--- config.mk ---
export PLATFORM = sky130hd
export DESIGN_NAME = trap_arbiter
export DESIGN_NICKNAME = d
export VERILOG_FILES = /design/src/rtl/trap_arbiter.sv
export SDC_FILE = /design/constraint.sdc
export NUM_CORES = 1
export LEC_CHECK = 0
export CAP_MARGIN = 10
export CORE_ASPECT_RATIO = 1.4
export CORE_MARGIN = 2
export CORE_UTILIZATION = 37
export CTS_BUF_LIST = sky130_fd_sc_hd__clkbuf_2 sky130_fd_sc_hd__clkbuf_4 sky130_fd_sc_hd__clkbuf_8
export DETAILED_ROUTE_END_ITERATION = 6
export PLACE_DENSITY = 0.94
export SLEW_MARGIN = 20
export SYNTH_ARGS = -nofsm -noshare
export SYNTH_HDL_FRONTEND = slang
export SYNTH_SLANG_ARGS = --single-unit
--- constraint.sdc ---
create_clock -name clk -period 3.8 [get_ports clk]
set_input_delay 0.38 -clock clk [delete_from_list [all_inputs] [get_ports clk]]
set_output_delay 0.38 -clock clk [all_outputs]
set_load 0.02 [all_outputs]
--- src/rtl/trap_arbiter.sv ---
// Trap arbiter: picks between a commit-stage exception and an eligible interrupt, holds the trap
// toward the CSR unit until accepted, then flushes until the pipeline drains. Option: TRAP_ARBITER_LCOFI_EN.
module trap_arbiter #(
    parameter int unsigned XLEN = 32
) (
    input  logic            clk,
    input  logic            rst_n,
    input  logic            exc_valid,
    output logic            exc_ready,
    input  logic [4:0]      exc_code,
    input  logic [XLEN-1:0] exc_pc,
    input  logic [XLEN-1:0] exc_tval,
    input  logic [15:0]     mip,
    input  logic [15:0]     mie,
    input  logic            mstatus_mie,
    input  logic [1:0]      priv,
    input  logic            irq_boundary,
    input  logic [XLEN-1:0] irq_pc,
    output logic            trap_valid,
    input  logic            trap_ready,
    output logic [XLEN-1:0] trap_cause,
    output logic [XLEN-1:0] trap_epc,
    output logic [XLEN-1:0] trap_tval,
    output logic            flush,
    input  logic            pipe_empty
);

    typedef enum logic [1:0] {StIdle, StReq, StDrain} state_e;

    state_e          state_q, state_d;
    logic [XLEN-1:0] cause_q, cause_d;
    logic [XLEN-1:0] epc_q, epc_d;
    logic [XLEN-1:0] tval_q, tval_d;
    logic            trap_valid_q, trap_valid_d;
    logic            flush_q, flush_d;

    logic        irq_gie;
    logic [15:0] irq_elig;
    logic        irq_any;
    logic [4:0]  irq_code;

    assign irq_gie  = (priv != 2'd3) || mstatus_mie;
    assign irq_elig = irq_gie ? (mip & mie) : 16'h0000;

    // Only the standard M/S sources (and optionally COI) take part in arbitration.
    logic unused_irq;
`ifdef TRAP_ARBITER_LCOFI_EN
    assign unused_irq = ^{irq_elig[15:14], irq_elig[12], irq_elig[10], irq_elig[8],
                          irq_elig[6], irq_elig[4], irq_elig[2], irq_elig[0]};
`else
    assign unused_irq = ^{irq_elig[15:12], irq_elig[10], irq_elig[8],
                          irq_elig[6], irq_elig[4], irq_elig[2], irq_elig[0]};
`endif

    always_comb begin
        irq_any  = 1'b1;
        irq_code = 5'd0;
        if (irq_elig[11]) begin
            irq_code = 5'd11;
        end else if (irq_elig[3]) begin
            irq_code = 5'd3;
        end else if (irq_elig[7]) begin
            irq_code = 5'd7;
        end else if (irq_elig[9]) begin
            irq_code = 5'd9;
        end else if (irq_elig[1]) begin
            irq_code = 5'd1;
        end else if (irq_elig[5]) begin
            irq_code = 5'd5;
`ifdef TRAP_ARBITER_LCOFI_EN
        end else if (irq_elig[13]) begin
            irq_code = 5'd13;
`endif
        end else begin
            irq_any = 1'b0;
        end
    end

    always_comb begin
        state_d = state_q;
        cause_d = cause_q;
        epc_d   = epc_q;
        tval_d  = tval_q;
        unique case (state_q)
            StIdle: begin
                // Exceptions win; a coincident interrupt is re-evaluated back in idle.
                if (exc_valid) begin
                    cause_d = {{(XLEN-5){1'b0}}, exc_code};
                    epc_d   = exc_pc;
                    tval_d  = exc_tval;
                    state_d = StReq;
                end else if (irq_boundary && irq_any) begin
                    cause_d = {1'b1, {(XLEN-6){1'b0}}, irq_code};
                    epc_d   = irq_pc;
                    tval_d  = '0;
                    state_d = StReq;
                end
            end
            StReq: begin
                if (trap_ready) state_d = StDrain;
            end
            StDrain: begin
                if (pipe_empty) state_d = StIdle;
            end
            default: state_d = StIdle;
        endcase
        trap_valid_d = (state_d == StReq);
        flush_d      = (state_d == StDrain);
    end

    always_ff @(posedge clk) begin
        if (!rst_n) begin
            state_q      <= StIdle;
            cause_q      <= '0;
            epc_q        <= '0;
            tval_q       <= '0;
            trap_valid_q <= 1'b0;
            flush_q      <= 1'b0;
        end else begin
            state_q      <= state_d;
            cause_q      <= cause_d;
            epc_q        <= epc_d;
            tval_q       <= tval_d;
            trap_valid_q <= trap_valid_d;
            flush_q      <= flush_d;
        end
    end

    assign exc_ready  = (state_q == StIdle);
    assign trap_valid = trap_valid_q;
    assign flush      = flush_q;
    assign trap_cause = cause_q;
    assign trap_epc   = epc_q;
    assign trap_tval  = tval_q;

endmodule

==> impl_metrics.toml <==
[critical_path]
cp_slowest_cell = "a222oi_1"
cp_max_fo = 24
r2r_cells = 5
startpoint_type = "input pin"
path_buf_inv = 2
path_cells = "clkdlybuf4s50_1, a222oi_1, a311oi_4, or2_1, buf_4, a21oi_1"
cpPeakStageDelay_ns = 0.64
crit_required_ns = 4.07
r2r_start = "state_q[1]"
cp-end-kind = "register"
worstSetupPathDepth = 6
worstPathArrival_ns = 2.64
worst-setup-path-type = "in2reg"
crit_family = "compound AO/OA/AOI/OAI gates"
startpoint = "mip[7]"

[sta]
report.final.slew_viol_count = 0
finalCritPeriodShare_pct = 62.56
tightest_slew_ns = 0.6852
holdWs_ns = 0.4810
finalWorstSetupSlack_ns = 1.423
fmax_mhz = 420.7
hold_viol = 0
fin_tns_setup_ns = 0
period_minus_slack_ns = 2.377
finClkSkew_ns = 0.006325
rsz0062_at_grt = "false"
setup_viol = 0
max-slew-margin-rel_pct = 54.12

[grt]
grt_max_degree = 43
grt_pass1_wl_mm = 14.57
grt_pass1_vias = 3048
grtUsageTotal_pct = 20.53
gr-total-overflow = 0
antenna_found_initial = 0

[detailed_routing]
ant_nets = 0
routed_wl_mm = 9.612
drcViolationCount = 0
drt_pre_antenna_iters = 4
vias = 3024
drtIter0Drc = 83
viasPerCell = 5.117
wl_per_cell_um = 16.26

[floorplanning]
dieArea_mm2 = 0.009237
die_y_um = 112.9
die_w_um = 81.80
io_pins = 241
floorplan.initialDensity_pct = 38.25
rows = 39
core_area_mm2 = 0.008198

[clock_tree]
clock_latency_ns = 0.34
cts_tree = "done"
cts_hold_buf = 0
ctsResizeCount = 0
cts_buffers = 9
clockBufferDepth = 2
cts_setup_buffers = 0
htreeDepth = 3
clkTransAtPathRegs_ns = 0.07
root_buffer = "clkbuf_8"
cts_sinks = 74

[synthesis]
synth_fa_ha_area_share_pct = 0
ys_ff_latch = 74
synth_top_family_by_area = "compound AO/OA/AOI/OAI gates"
syn_area_mm2 = 0.003136
synth-edff-count = 0
synthMuxAreaShare_pct = 10.22
synthFlopType = "dfxtp_1"
ys_types = 32
postSynthCellCount = 303
yosysWarnings = 0
synth-simple-area-share_pct = 4.030
postSynth.asyncResetShare_pct = 0
synth-compound-area-share_pct = 26.78
synth.avg_cell_area_um2 = 10.35
synth_xor_area_share_pct = 0
yosysSeqAreaShare_pct = 47.25

[power_and_ir_drop]
p_int_mw = 1.547
pwr-share-comb_pct = 28.8
pwr-share-seq_pct = 41.3
swShare_pct = 29.00
power.density_mw_per_mm2 = 417.9
ir_drop_v = 0.0002604
clkPwrFrac_pct = 29.9
p_leak_nw = 2.114
p_sw_uw = 631.9

[finish]
final_area_mm2 = 0.005214
final_cells = 591
seq_area_mm2 = 0.001481
antennaDiodeCount = 0
multi_input_area_mm2 = 0.001400
nets = 627
fill_cells = 659
syn_to_final_growth_pct = 66.28
drive_gt1_share_pct = 5.521

[placement]
io_buffers = 194
place_ws_ns = 1.064
dpl.cell_count = 576
place.gp.congestion = 0.7933
dp_hpwl_mm = 7.169
place_area_mm2 = 0.005002

[outcome]
outcome = "finished, final reports clean"

[hold_path]
whs_path_depth = 1
min_from = "trap_tval[2]"
hp-class = "reg2reg"

[flow_run]
maxCapViolations = 0
-- through the flow --
step | total power, mW | utilization [%]
floorplan | 1.243 | -
global placement | 1.530 | 61.02
detailed placement | 1.543 | 61.02
CTS | 2.207 | 63.60
global route | 2.273 | 63.60
finish | 2.179 | 63.60
-- registers in the layout (all words and copies together), names as in the netlist --
name / flops
trap_epc: 32
trap_valid: 1
trap_cause: 6
state_q: 2
trap_tval: 32
flush: 1
-- routing by layer --
| layer | track usage [%] | share of wire, % |
|---|---|---|
| met4 | 11.11 | 2.9 |
| met1 | 21.82 | 37 |
| met2 | 35.61 | 50 |
| met5 | 0 | 0 |
| met3 | 5.821 | 9.8 |
-- worst paths after layout --
check,to,slack [ns]
max,trap_epc[8],1.42
min,trap_tval[2],0.48
max reg2reg,trap_cause[2],1.60
min reg2reg,trap_tval[2],0.48
-- power groups by stage --
| stage | clock (mW) | sequential, mW | combinational [mW] |
|---|---|---|---|
| CTS | 0.676 | 0.900 | 0.630 |
| finish | 0.652 | 0.900 | 0.627 |
| global placement | 0 | 0.912 | 0.619 |
| detailed placement | 0 | 0.915 | 0.628 |
| global route | 0.695 | 0.908 | 0.670 |
| floorplan | 0 | 1.01 | 0.237 |
-- Yosys cell counts, types with 2 or more instances --
library cell | count | area share [%]
dfxtp_1 | 74 | 47
clkbuf_1 | 11 | 1.3
buf_2 | 9 | 1.4
mux2i_1 | 32 | 10
a22o_1 | 34 | 9.5
o31ai_1 | 35 | 8.4
a31oi_1 | 2 | 0.40
a32oi_1 | 2 | 0.56
o21a_1 | 2 | 0.48
and2_1 | 3 | 0.60
a21oi_1 | 35 | 5.6
o21ai_0 | 2 | 0.32
nor2_1 | 4 | 0.48
nor3b_1 | 2 | 0.48
a22oi_1 | 2 | 0.48
nand2_1 | 6 | 0.72
buf_6 | 4 | 1.4
buf_4 | 30 | 7.2
-- cells in the final DEF (no fill, tap or decap), types with 2 or more instances in the layout --
master	synthesis	final
clkdlybuf4s50_1	0	193
dfxtp_1	74	74
o31ai_1	35	35
a21oi_1	35	35
a22o_1	34	34
mux2i_1	32	32
conb_1	1	26
clkbuf_8	0	9
buf_4	30	7
nand2_1	6	6
nor2_1	4	4
and2_1	3	3
a22oi_1	2	2
a32oi_1	2	2
a31oi_1	2	2
o21ai_0	2	2
o21a_1	2	2
bufinv_16	0	2
clkinvlp_4	0	2
-- kinds of logic (layout without fill, tap and decap cells) --
logic type,Yosys count,in the layout
AO/OA/AOI/OAI,117,117
flip-flops,74,74
buffers and inverters,56,217
multiplexers,32,32
AND/OR/NAND/NOR,23,23
other,1,26
-- cell type report --
type / instances / share of cell area [%]
repair buffers: 201 / 38.16
flip-flops and latches: 74 / 28.41
multi-input cells: 198 / 26.85
clock buffers: 10 / 2.520
well taps: 102 / 2.448
clock inverters: 5 / 1.536
inverters: 1 / 0.07199
Note: power is estimated with default switching activity, not from simulation.
